### src/rtl/retire_perf_counters.sv
// retire_perf_counters
// Performance-counter bank on the retire interface. Counts cycles, retired
// instructions, control transfers, mispredicts, loads, stores, traps and
// NUM_USER_EVENTS generic strobes, plus a STATUS word. It has a registered
// one-cycle read port.
//
// Optional feature macro: PERF_SATURATE_EN
//   defined   : counters saturate at all-ones and hold; the overflow flag
//               sets on any increment attempted at all-ones.
//   undefined : counters wrap all-ones -> 0; the overflow flag sets on the
//               wrap and stays set until i_clear or reset.
//
// Counter index map:
//   0 cycles | 1 retired | 2 control transfers | 3 mispredicts
//   4 loads  | 5 stores  | 6 traps             | 7+k user event k
//   7+NUM_USER_EVENTS : STATUS {.., ovf[i] at bit 2+i, frozen, halted}
//   higher indices read as 0
//
// state   | meaning
// --------+-------------------------------------------------------------
// ST_RUN    | counting enabled
// ST_FROZEN | counting suspended while i_freeze is high
// ST_HALTED | a halt retired; counting stops until i_clear
module retire_perf_counters #(
    parameter int CNT_WIDTH       = 32,
    parameter int NUM_USER_EVENTS = 4,
    parameter int SEL_WIDTH       = 4
) (
    input  logic                       i_clk,
    input  logic                       i_rst,
    input  logic                       i_retire_valid,
    input  logic [31:0]                i_retire_inst,
    input  logic                       i_retire_halt,
    input  logic                       i_retire_trap,
    input  logic                       i_retire_dmem_ren,
    input  logic                       i_retire_dmem_wen,
    input  logic                       i_mispredict,
    input  logic [NUM_USER_EVENTS-1:0] i_user_event,
    input  logic                       i_freeze,
    input  logic                       i_clear,
    input  logic                       i_rd_en,
    input  logic [SEL_WIDTH-1:0]       i_rd_sel,
    output logic [CNT_WIDTH-1:0]       o_rd_data,
    output logic                       o_rd_valid,
    output logic                       o_halted,
    output logic                       o_frozen
);

    localparam int NUM_CNT    = 7 + NUM_USER_EVENTS;
    localparam int STATUS_IDX = NUM_CNT;
    localparam logic [CNT_WIDTH-1:0] CNT_ONE = CNT_WIDTH'(1);

    localparam logic [6:0] OP_BRANCH = 7'b1100011;
    localparam logic [6:0] OP_JAL    = 7'b1101111;
    localparam logic [6:0] OP_JALR   = 7'b1100111;

    typedef enum logic [1:0] {
        ST_RUN    = 2'd0,
        ST_FROZEN = 2'd1,
        ST_HALTED = 2'd2
    } state_t;

    state_t state_q, state_d;

    logic [CNT_WIDTH-1:0] cnt_q [NUM_CNT];
    logic [CNT_WIDTH-1:0] cnt_d [NUM_CNT];
    logic [NUM_CNT-1:0]   ovf_q, ovf_d;

    logic [NUM_CNT-1:0]   event_w;
    logic                 halt_retire_w;
    logic                 count_en_w;
    logic [6:0]           opcode_w;
    logic                 unused_inst_w;

    logic [CNT_WIDTH-1:0] status_w;
    logic [CNT_WIDTH-1:0] rd_mux_w;
    logic [CNT_WIDTH-1:0] rd_data_q, rd_data_d;
    logic                 rd_valid_q;

    assign opcode_w      = i_retire_inst[6:0];
    assign unused_inst_w = ^i_retire_inst[31:7];
    assign halt_retire_w = i_retire_valid & i_retire_halt;
    assign count_en_w    = (state_q == ST_RUN);

    // Next-state logic; i_clear is the only way out of HALTED and also
    // re-synchronises the state to the freeze level from any state.
    always_comb begin
        state_d = state_q;
        if (i_clear) begin
            state_d = i_freeze ? ST_FROZEN : ST_RUN;
        end else begin
            case (state_q)
                ST_RUN: begin
                    if (halt_retire_w)  state_d = ST_HALTED;
                    else if (i_freeze)  state_d = ST_FROZEN;
                end
                ST_FROZEN: begin
                    if (halt_retire_w)  state_d = ST_HALTED;
                    else if (!i_freeze) state_d = ST_RUN;
                end
                ST_HALTED: state_d = ST_HALTED;
                default:   state_d = ST_RUN;
            endcase
        end
    end

    // State register.
    always_ff @(posedge i_clk or posedge i_rst) begin
        if (i_rst) state_q <= ST_RUN;
        else       state_q <= state_d;
    end

    // Per-counter event strobes for this cycle.
    always_comb begin
        event_w    = '0;
        event_w[0] = 1'b1;
        event_w[1] = i_retire_valid;
        event_w[2] = i_retire_valid &
                     ((opcode_w == OP_BRANCH) || (opcode_w == OP_JAL) ||
                      (opcode_w == OP_JALR));
        event_w[3] = i_mispredict;
        event_w[4] = i_retire_valid & i_retire_dmem_ren;
        event_w[5] = i_retire_valid & i_retire_dmem_wen;
        event_w[6] = i_retire_valid & i_retire_trap;
        for (int k = 0; k < NUM_USER_EVENTS; k++) begin
            event_w[7+k] = i_user_event[k];
        end
    end

    // Counter and overflow next values; clear wins over any event.
    always_comb begin
        ovf_d = ovf_q;
        for (int i = 0; i < NUM_CNT; i++) begin
            cnt_d[i] = cnt_q[i];
            if (i_clear) begin
                cnt_d[i] = '0;
                ovf_d[i] = 1'b0;
            end else if (count_en_w && event_w[i]) begin
                if (&cnt_q[i]) begin
                    ovf_d[i] = 1'b1;
`ifdef PERF_SATURATE_EN
                    cnt_d[i] = cnt_q[i];
`else
                    cnt_d[i] = '0;
`endif
                end else begin
                    cnt_d[i] = cnt_q[i] + CNT_ONE;
                end
            end
        end
    end

    // Counter and overflow registers.
    always_ff @(posedge i_clk or posedge i_rst) begin
        if (i_rst) begin
            for (int i = 0; i < NUM_CNT; i++) cnt_q[i] <= '0;
            ovf_q <= '0;
        end else begin
            for (int i = 0; i < NUM_CNT; i++) cnt_q[i] <= cnt_d[i];
            ovf_q <= ovf_d;
        end
    end

    // STATUS word assembled from current state and overflow flags.
    always_comb begin
        status_w    = '0;
        status_w[0] = (state_q == ST_HALTED);
        status_w[1] = (state_q == ST_FROZEN);
        for (int i = 0; i < NUM_CNT; i++) begin
            status_w[2+i] = ovf_q[i];
        end
    end

    // Read select; samples pre-update values so a read sees the counter as
    // it was before the same edge's increment.
    always_comb begin
        rd_mux_w = '0;
        for (int i = 0; i < NUM_CNT; i++) begin
            if (i_rd_sel == SEL_WIDTH'(i)) rd_mux_w = cnt_q[i];
        end
        if (i_rd_sel == SEL_WIDTH'(STATUS_IDX)) rd_mux_w = status_w;
        rd_data_d = i_rd_en ? rd_mux_w : rd_data_q;
    end

    // Registered read port.
    always_ff @(posedge i_clk or posedge i_rst) begin
        if (i_rst) begin
            rd_data_q  <= '0;
            rd_valid_q <= 1'b0;
        end else begin
            rd_data_q  <= rd_data_d;
            rd_valid_q <= i_rd_en;
        end
    end

    assign o_rd_data  = rd_data_q;
    assign o_rd_valid = rd_valid_q;
    assign o_halted   = (state_q == ST_HALTED);
    assign o_frozen   = (state_q == ST_FROZEN);

endmodule

### config.mk
export PLATFORM = sky130hd
export DESIGN_NAME = retire_perf_counters
export DESIGN_NICKNAME = d
export VERILOG_FILES = /design/src/rtl/retire_perf_counters.sv
export SDC_FILE = /design/constraint.sdc
export NUM_CORES = 1
export LEC_CHECK = 0
export ABC_CLOCK_PERIOD_IN_PS = 20200
export BUFFER_PORTS_ARGS = -buffer_cell sky130_fd_sc_hd__buf_2
export CAP_MARGIN = 20
export CORE_MARGIN = 5
export CORE_UTILIZATION = 50
export CTS_CLUSTER_DIAMETER = 30
export DETAILED_ROUTE_END_ITERATION = 8
export PLACE_DENSITY = 0.77
export SYNTH_ARGS = -nofsm -noshare
export SYNTH_HDL_FRONTEND = slang
export SYNTH_SLANG_ARGS = --single-unit
### constraint.sdc
create_clock -name i_clk -period 20.2 [get_ports i_clk]
set_clock_uncertainty 0.2 [all_clocks]
set_input_delay 0 -clock i_clk [delete_from_list [all_inputs] [get_ports i_clk]]
set_output_delay 0 -clock i_clk [all_outputs]
set_load 0.03 [all_outputs]
Word level (Yosys, flattened, before mapping)
Index checks and enable logic that the tools add are counted.
{"block": "classes", "add_sub_neg": 11, "eq_ne": 18, "mux": 85, "bitwise_logic": 5, "n_reduce_logical": 59}
{"operator": "32-bit 2-to-1 mux", "n": 45}
{"operator": "32-bit by 1-bit adder with 32-bit output (second input constant)", "n": 11}
{"operator": "32-bit AND reduction", "n": 11}
{"operator": "2-bit nonzero test", "n": 22}
{"operator": "1-bit 2-to-1 mux", "n": 34}
{"operator": "2-bit AND reduction", "n": 12}
{"operator": "7-bit equality test (second input constant)", "n": 3}
{"operator": "4-bit by 3-bit equality test with 1-bit output (second input constant)", "n": 4}
{"operator": "4-bit equality test (second input constant)", "n": 4}
{"operator": "1-bit logical AND", "n": 10}
{"operator": "2-bit 2-to-1 mux", "n": 5}
{"operator": "4-bit by 2-bit equality test with 1-bit output (second input constant)", "n": 2}
{"operator": "2-bit case mux with 3 select lines", "n": 1}
{"operator": "1-bit AND", "n": 5}
{"operator": "4-bit by 1-bit equality test with 1-bit output (second input constant)", "n": 1}
{"operator": "4-bit zero test", "n": 1}
{"operator": "4-bit by 3-bit inequality test with 1-bit output (second input constant)", "n": 1}
{"operator": "4-bit inequality test (second input constant)", "n": 1}
{"operator": "2-bit by 1-bit equality test with 1-bit output (second input constant)", "n": 1}
{"operator": "2-bit equality test (second input constant)", "n": 1}
{"operator": "2-bit zero test", "n": 1}
{"operator": "1-bit logical OR", "n": 2}
{"block": "totals", "regBits": 398, "output_inout_bits": 35, "elab_cells": 203}

Longest topological paths before layout
Gate-level depths: netlist of the first run.
{"block": "depth", "word_depth": 13, "depth_mapped": 9, "ltp_nobuf": 6}

Worst setup path before layout of the first run
No wires, ideal clock.
{"block": "synth_path", "path_type": "reg2reg", "start": "reg cnt_q[275] (netlist name)", "end": "reg cnt_q[259] (netlist name)", "setup_ns": 0.119, "arrival_ns": 2.206, "required_time_ns": 19.881, "setup_slack_ns": 17.675, "stages_incl_launch_ff": 8, "path_buffers": 2, "synth_period_minus_slack_ns": 2.525, "path_cell_list": "dfrtp_1 nand4_4 or4_4 or4_4 buf_6 a21oi_4 buf_6 nor2_1"}
{"block": "synth_via", "elab_chain_len": 4}
{"item": "start, declared", "line": "65", "rtl": "logic [CNT_WIDTH-1:0] cnt_q [NUM_CNT];"}
{"item": "32-bit AND reduction", "line": "139", "rtl": "if (&cnt_q[i]) begin"}
{"item": "32-bit 2-to-1 mux", "line": "139"}
{"item": "32-bit 2-to-1 mux", "line": "138", "rtl": "end else if (count_en_w && event_w[i]) begin"}
{"item": "32-bit 2-to-1 mux", "line": "135", "rtl": "if (i_clear) begin"}
No other way between the ends. The select of a mux whose other input is x is not followed.
A chain may end at the register's enable or synchronous reset.

Worst setup path in the final report of the first run
{"block": "layout_path", "start": "reg state_q[0]", "end": "reg cnt_q[284] (netlist name)"}
{"block": "layout_via", "elab_chain_len": 3}
{"item": "start, declared", "line": "63", "rtl": "state_t state_q, state_d;"}
{"item": "start signal, assigned", "line": "110", "rtl": "else state_q <= state_d;"}
{"item": "2-bit zero test", "line": "83", "rtl": "assign count_en_w = (state_q == ST_RUN);"}
{"item": "1-bit logical AND", "line": "138"}
{"item": "2-bit nonzero test (no source line)"}
No other way between the ends.

==> results of run 1 <==
## critical path, cell delays in order, from the launching register on
cell,delay [ns]
sky130_fd_sc_hd__dfrtp_1,0.76
sky130_fd_sc_hd__or3b_2,0.75
sky130_fd_sc_hd__nor2_1,0.37
sky130_fd_sc_hd__and4_1,0.27
sky130_fd_sc_hd__dlygate4sd3_1,0.66
sky130_fd_sc_hd__or3b_2,0.46
sky130_fd_sc_hd__nand3_1,0.09
## registers in the layout, indices dropped and copies added, names as in the netlist
| signal | flops |
|---|---|
| ovf_q | 11 |
| state_q | 2 |
| o_rd_valid | 1 |
| cnt_q | 352 |
| o_rd_data | 32 |
## power by group through the flow
stage                     sequential [mW]  clock [mW]  combinational, mW
after floorplan                     0.842           0             0.0838
after global placement              0.837           0              0.139
after detailed placement            0.838           0              0.141
after CTS                           0.826        1.70              0.146
after global routing                0.827        1.75              0.160
final                               0.827        1.69              0.151
## stage by stage
stage | total power, mW | setup WS (ns) | hold slack (ns)
final | 2.67 | 16.57 | 0.0555
after global routing | 2.73 | 16.55 | 0.0654
after CTS | 2.68 | 16.66 | 0.00741
after detailed placement | 0.979 | 16.80 | -0.00312
after global placement | 0.976 | 16.90 | -0.0105
after floorplan | 0.925 | 8.93 | -0.169
## cell families after synthesis
logic type	after synthesis
compound gates	443
xor+xnor	276
fa+ha+maj	11
buf+inv	193
flops	398
mux	58
simple gates	1220
## how the worst max path moves through the flow
stage	from	end	slack, ns	cells past startpoint
final	state_q[0]	cnt_q[284]	16.57	6
after global routing	state_q[0]	cnt_q[284]	16.55	6
after CTS	state_q[0]	cnt_q[284]	16.66	6
after detailed placement	i_rd_sel[0]	o_rd_data[8]	16.80	7
after global placement	i_rd_sel[0]	o_rd_data[21]	16.90	7
after floorplan	i_rst	cnt_q[0]	8.93	1
## layer usage
layer	routed length, um	vias up	track usage
met5	0	-	0
met4	4880	0	0.171
met3	10600	299	0.0783
met2	35200	1538	0.461
met1	31900	10928	0.445
li1	-	9641	-
## layout by cell type, fill, tap and decap left out, drive strengths merged, types with 12 or more instances in the layout
cell,Yosys,routed
bufinv,0,16
clkinv,0,29
and3,52,52
mux4,15,15
dfrtp,398,398
nor2b,13,13
nor2,403,403
o21ai,88,88
o31ai,22,22
nor3,98,98
or4,16,16
dlygate4sd3,0,29
o211ai,19,19
and4,35,35
o22ai,29,29
a22oi,27,27
nand4,126,126
clkbuf,107,133
xnor2,143,143
inv,49,51
and2,17,17
buf,37,95
mux2,19,19
nand2,193,193
nand3,128,128
a221o,14,14
a2bb2oi,12,12
xor2,133,133
a21oi,98,98
or3,28,28
a31oi,22,22
mux2i,24,24
a221oi,18,18
nor4,51,51
## timing repair
item                      CTS  global route
hold endpoints to repair  313             0
hold buffers               29             0
buffers inserted            0             0
## area by class of cell
class | count | area share
clock inverters | 56 | 0.0287
flip-flops and latches | 398 | 0.357
clock buffers | 130 | 0.100
well taps | 607 | 0.0272
multi-input cells | 2008 | 0.448
repair buffers | 127 | 0.0324
inverters | 49 | 0.00685
==> insert_results.sql, run 1 <==
INSERT INTO impl_metrics (metric_group, metric, value, unit) VALUES
('clocking', 'clk_transition_reported_paths', '0.05', 'ns'),
('layout', 'utilization', '0.604', ''),
('route', 'first_pass_drt_iterations', '7', ''),
('timing', 'report.final.hold_viol_count', '0', ''),
('clocking', 'tritoncts', 'done', ''),
('synth', 'ys.warnings.count', '0', ''),
('setup_path', 'timing.rr.start', 'state_q[0]', ''),
('timing', 'final.setup.tns', '0', 'ns'),
('global_route', 'grt_use_total', '0.319', ''),
('synth', 'syn_nets', '2661', ''),
('setup_path', 'crit-reg2reg-capture', 'cnt_q[284]', ''),
('timing', 'final_min_period_over_clock_period', '0.180', ''),
('global_route', 'grt_start_max_net_pins', '171', ''),
('global_route', 'grt_antenna_before_repair', '0', ''),
('synth', 'area_fraction_in_compound_gates_after_synthesis', '0.130', ''),
('pwr', 'net-switching-power', '0.647', 'mW'),
('synth', 'synth.mux.area_fraction', '0.0341', ''),
('clocking', 'clockBufferDepth', '3', ''),
('synth', 'synthTopCellsByCount', '403 x sky130_fd_sc_hd__nor2_1, 398 x sky130_fd_sc_hd__dfrtp_1, 193 x sky130_fd_sc_hd__nand2_1, 143 x sky130_fd_sc_hd__xnor2_1, 133 x sky130_fd_sc_hd__xor2_1', ''),
('synth', 'synthArstFlopShare', '1.00', ''),
('clocking', 'cts.repair.resized', '0', ''),
('die', 'initial_standard_cell_utilization_of_the_core', '0.502', ''),
('layout', 'layout.nets', '2744', ''),
('synth', 'synthesis.area_per_instance', '8.94', 'sq um'),
('placement', 'placedCellCount', '3156', ''),
('clocking', 'numClockSinks', '398', ''),
('layout', 'seq_area', '9960', 'sq um'),
('timing', 'finalSetupViolCount', '0', ''),
('synth', 'netlist-cell-type-count', '89', ''),
('die', 'die_width', '226', 'um'),
('synth', 'synth_most_common_cell', 'sky130_fd_sc_hd__nor2_1', ''),
('min_path', 'hold_path_class', 'input pin to flip-flop', ''),
('setup_path', 'critPathCaptureType', 'flip-flop', ''),
('route', 'wire_per_inst', '24.5', 'um'),
('die', 'coreArea', '46300', 'sq um'),
('placement', 'number_of_buffer_cells_added_on_primary_ports', '60', ''),
('pwr', 'clock_power_share', '0.634', ''),
('pwr', 'p_leak', '11.4', 'nW'),
('global_route', 'first_global_vias', '21182', ''),
('job', 'cap_viol_max_count', '0', ''),
('status', 'status', 'finished clean', ''),
('route', 'route.detailed.vias_per_inst', '6.64', ''),
('synth', 'register_bit_total_from_synthesis', '398', ''),
('clocking', 'clk_root_buffer_cell', 'sky130_fd_sc_hd__clkbuf_16', ''),
('synth', 'synth.top_cells.by_area', 'sky130_fd_sc_hd__dfrtp_1 43%, sky130_fd_sc_hd__nor2_1 6.5%, sky130_fd_sc_hd__xnor2_1 5.4%', ''),
('die', 'dieArea', '50900', 'sq um'),
('layout', 'final_cell_count_no_fill', '3375', ''),
('placement', 'dp.final_hpwl', '57300', 'um'),
('pwr', 'sequential_share_of_power', '0.309', ''),
('route', 'routed_wl', '82600', 'um'),
('synth', 'synth_top_cell_area_share', '0.429', ''),
('setup_path', 'startpoint_type', 'flip-flop', ''),
('min_path', 'timing.hold.worst_path_depth', '5', ''),
('timing', 'worst_slew_margin_rel', '0.258', ''),
('die', 'dieHeight', '226', 'um'),
('timing', 'slew_viols_final', '0', ''),
('synth', 'synth_top_family_by_area', 'simple AND/OR/NAND/NOR gates', ''),
('pwr', 'power_frac_comb', '0.056', ''),
('layout', 'total_non_filler_cell_area_in_the_finished_layout', '27900', 'sq um'),
('layout', 'nFillCells', '3797', ''),
('timing', 'rsz0062_at_grt', 'no', ''),
('layout', 'post_route_cells_drive_above_1_share', '0.128', ''),
('layout', 'insertedDiodeCount', '0', ''),
('synth', 'synthesis.instances', '2599', ''),
('placement', 'gp_congestion', '1.04', ''),
('synth', 'ys_seq_area_frac', '0.429', ''),
('die', 'floorplan.io_pins', '86', ''),
('synth', 'yosys.area_share.xor_xnor', '0.104', ''),
('layout', 'synthToLayoutAreaGrowth', '20.2', '%'),
('setup_path', 'cp.arrival', '4.00', 'ns'),
('route', 'num_vias', '22406', '');
Note: power is estimated with default switching activity, not from simulation.
==> run 2: changes to the inputs <==
ABC_AREA = 1   (was unset)
ABC_CLOCK_PERIOD_IN_PS = 3700   (was 20200)
PLACE_DENSITY = 0.76   (was 0.77)
clock period = 3.7 ns   (was 20.2 ns; I/O delays follow)
==> insert_results.sql, run 2 <==
INSERT INTO impl_metrics (metric_group, metric, value, unit) VALUES
('setup_path', 'worstSetupStartpoint', 'state_q[0]', ''),
('layout', 'layout.nets', '3979', ''),
('layout', 'total_non_filler_cell_area_in_the_finished_layout', '30900', 'sq um'),
('route', 'wire_per_inst', '18.8', 'um'),
('pwr', 'ir_drop', '0.334', 'mV'),
('synth', 'netlist-cell-type-count', '51', ''),
('global_route', 'grt_antenna_before_repair', '0', ''),
('placement', 'dp.final_hpwl', '64800', 'um'),
('synth', 'ys.warnings.count', '0', ''),
('timing', 'fmax', '302', 'MHz'),
('synth', 'yosysTopAreaCell', 'sky130_fd_sc_hd__dfrtp_1', ''),
('setup_path', 'setup.worst_path.end', 'cnt_q[205]', ''),
('placement', 'placed_area', '26900', 'sq um'),
('synth', 'synth_edf_count', '0', ''),
('route', 'ant_nets', '0', ''),
('synth', 'synth-simple-area-share', '0.400', ''),
('min_path', 'hold_path_class', 'input pin to flip-flop', ''),
('timing', 'report.final.hold_viol_count', '0', ''),
('layout', 'synthToLayoutAreaGrowth', '19.0', '%'),
('die', 'row_count', '83', ''),
('route', 'initialDrtViolationCount', '3176', ''),
('pwr', 'p_per_area', '493', 'nW/um^2'),
('synth', 'synthesis.instances', '3799', ''),
('clocking', 'clockBufferDepth', '3', ''),
('synth', 'synthTopCellsByCount', '993 x sky130_fd_sc_hd__nand2_1, 565 x sky130_fd_sc_hd__nor2_1, 435 x sky130_fd_sc_hd__inv_1, 398 x sky130_fd_sc_hd__dfrtp_1, 212 x sky130_fd_sc_hd__nand3_1', ''),
('layout', 'largest_register', 'cnt_q', ''),
('die', 'dieHeight', '238', 'um'),
('pwr', 'p_leak', '13.3', 'nW'),
('timing', 'slew_viols_final', '0', ''),
('route', 'route.detailed.vias_per_inst', '5.66', ''),
('clocking', 'clk_transition_reported_paths', '0.04', 'ns'),
('layout', 'final_cell_mix', '993 x sky130_fd_sc_hd__nand2_1, 564 x sky130_fd_sc_hd__nor2_1, 434 x sky130_fd_sc_hd__inv_1', ''),
('route', 'routed_wl', '87800', 'um'),
('setup_path', 'ff2ff_setup_slack', '0.39', 'ns'),
('synth', 'area_fraction_in_compound_gates_after_synthesis', '0.0746', ''),
('synth', 'yosys.area_share.xor_xnor', '0.0472', ''),
('synth', 'synthesis.area_per_instance', '6.83', 'sq um'),
('synth', 'ys_seq_area_frac', '0.384', ''),
('clocking', 'numClockSinks', '398', ''),
('layout', 'largest_reg_flops', '352', ''),
('synth', 'synth.mux.area_fraction', '0', ''),
('global_route', 'grt-ovfl-total', '0', ''),
('placement', 'number_of_buffer_cells_added_on_primary_ports', '60', ''),
('setup_path', 'critical_path_class', 'flip-flop to flip-flop', ''),
('die', 'dieArea', '56600', 'sq um'),
('placement', 'placedCellCount', '4466', ''),
('setup_path', 'crit_path_max_fanout', '21', ''),
('job', 'cap_viol_max_count', '0', ''),
('setup_path', 'crit-reg2reg-capture', 'cnt_q[205]', ''),
('die', 'initial_standard_cell_utilization_of_the_core', '0.505', ''),
('timing', 'post_route_minimum_period', '3.31', 'ns'),
('clocking', 'cts.repair.resized', '0', ''),
('layout', 'layout_commonest_cell', 'sky130_fd_sc_hd__nand2_1', ''),
('timing', 'worst_slew_pin_slew', '0.835', 'ns'),
('placement', 'gp_congestion', '1.03', ''),
('die', 'die_width', '238', 'um'),
('layout', 'nFillCells', '4703', ''),
('placement', 'place_ws', '0.468', 'ns'),
('clocking', 'clk_root_buffer_cell', 'sky130_fd_sc_hd__clkbuf_16', ''),
('global_route', 'grt_use_total', '0.304', ''),
('timing', 'post-route-worst-setup-slack', '0.387', 'ns'),
('route', 'num_vias', '26503', ''),
('clocking', 'insertion_delay_of_the_later_clocked_pin_in_the_worst_skew_pair', '0.63', 'ns'),
('synth', 'syn_std_cell_area', '26000', 'sq um'),
('layout', 'post_route_cells_drive_above_1_share', '0.102', ''),
('die', 'floorplan.io_pins', '86', ''),
('status', 'status', 'finished clean', ''),
('layout', 'final_cell_count_no_fill', '4679', ''),
('timing', 'final_min_period_over_clock_period', '0.895', ''),
('timing', 'finalSetupViolCount', '0', ''),
('synth', 'synthAdderAreaFrac', '0.00530', ''),
('clocking', 'h-tree-depth', '3', ''),
('setup_path', 'critPathCaptureType', 'flip-flop', ''),
('layout', 'insertedDiodeCount', '0', ''),
('setup_path', 'worst_r2r_path_depth', '8', ''),
('timing', 'rsz0062_at_grt', 'no', ''),
('timing', 'holdWs', '0.0432', 'ns'),
('setup_path', 'crit_required', '3.97', 'ns'),
('setup_path', 'timing.rr.start', 'state_q[0]', ''),
('setup_path', 'startpoint_type', 'flip-flop', ''),
('layout', 'utilization', '0.601', ''),
('global_route', 'first_global_vias', '24900', ''),
('global_route', 'grt_first_pass_wirelength', '138000', 'um'),
('synth', 'yosys_most_used_dff', 'sky130_fd_sc_hd__dfrtp_1', ''),
('synth', 'register_bit_total_from_synthesis', '398', ''),
('clocking', 'tritoncts', 'done', ''),
('global_route', 'grt_start_max_net_pins', '126', ''),
('route', 'first_pass_drt_iterations', '6', ''),
('die', 'coreArea', '51400', 'sq um'),
('clocking', 'cts_made_buffers', '104', ''),
('synth', 'synth.top_cells.by_area', 'sky130_fd_sc_hd__dfrtp_1 38%, sky130_fd_sc_hd__nand2_1 14%, sky130_fd_sc_hd__nor2_1 8.2%', ''),
('timing', 'worst_slew_margin_rel', '0.443', ''),
('route', 'drc', '0', ''),
('synth', 'synthArstFlopShare', '1.00', ''),
('synth', 'synth_most_common_cell', 'sky130_fd_sc_hd__nand2_1', ''),
('synth', 'synth_top_family_by_area', 'simple AND/OR/NAND/NOR gates', ''),
('setup_path', 'cp.arrival', '3.58', 'ns'),
('synth', 'synth_top_cell_area_share', '0.384', ''),
('synth', 'syn_nets', '3861', '');
run 2: cell count changes after synthesis, moves of 35 or more:
cell                       previous run  this run
sky130_fd_sc_hd__nor2_1             403       565
sky130_fd_sc_hd__xnor2_1            143        27
sky130_fd_sc_hd__nand3_1            128       212
sky130_fd_sc_hd__o21ai_0             83       128
sky130_fd_sc_hd__and4_1              35         0
sky130_fd_sc_hd__a21oi_1             97       143
sky130_fd_sc_hd__nand4_1            124       186
sky130_fd_sc_hd__nand2_1            193       993
sky130_fd_sc_hd__nor3_1              98       187
sky130_fd_sc_hd__clkbuf_1           103        33
sky130_fd_sc_hd__inv_1               49       435
sky130_fd_sc_hd__and3_1              49        10
run 2: cell families after synthesis:
kind of cell             after synthesis
AND/OR/NAND/NOR                     2322
buffers and inverters                572
flip-flops                           398
AO/OA/AOI/OAI                        356
XOR/XNOR                             140
adder cells (fa/ha/maj)               11
run 2: report_power, final:
part	switching, mW	total [mW]	internal [mW]	leakage [nW]
combinational	0.716	0.959	0.243	6.01
clock	2.76	9.63	6.87	1.82
sequential	0.139	4.63	4.49	5.49
total	3.62	15.2	11.6	13.3
run 2: worst min path at each step:
stage / start / end / slack (ns) / cells after the start
floorplan: i_rd_en / o_rd_valid / -0.17 / 0
global placement: i_rst / cnt_q[194] / -0.09 / 2
detailed placement: i_rst / cnt_q[194] / -0.09 / 2
CTS: i_rd_sel[3] / o_rd_data[0] / 0.02 / 9
global route: i_user_event[3] / cnt_q[24] / 0.08 / 4
finish: i_rd_sel[3] / o_rd_data[0] / 0.04 / 9
run 2: worst max-delay path, stage by stage, from the launching register on:
cell and delay [ns]:
sky130_fd_sc_hd__dfrtp_1 0.40, sky130_fd_sc_hd__nor2_4 0.42, sky130_fd_sc_hd__nand2_4 0.15, sky130_fd_sc_hd__nand2_4 0.28
sky130_fd_sc_hd__o21ai_2 0.26, sky130_fd_sc_hd__inv_1 0.34, sky130_fd_sc_hd__nand2_1 0.32, sky130_fd_sc_hd__inv_1 0.65
sky130_fd_sc_hd__nor3b_1 0.12
run 2: cell type report:
cell class,count,area [sq um],share of cell area
Multi-Input combinational cell,2829,13700,0.444
Sequential cell,398,9960,0.323
Clock buffer,131,2910,0.0941
Inverter,471,1770,0.0574
Clock inverter,57,856,0.0277
Tap cell,680,851,0.0276
Timing Repair Buffer,113,836,0.0271
run 2: timing repair:
item                                   CTS  global route
setup buffers                            0             0
hold buffers                            25             0
endpoints found under the hold margin  400             0
run 2: metal layers:
layer,wire (um),vias to the layer above,global-route usage
met5,0,-,0
li1,-,12600,-
met1,36400,12370,0.421
met2,38900,1310,0.469
met3,8290,223,0.0594
met4,4150,0,0.132
run 2: stage by stage:
stage          setup TNS (ns)  power, mW
5_1_grt                     0       15.7
4_1_cts                     0       15.3
3_5_place_dp                0       5.61
3_3_place_gp                0       5.59
6_report                    0       15.2
2_1_floorplan         -739.40       5.28
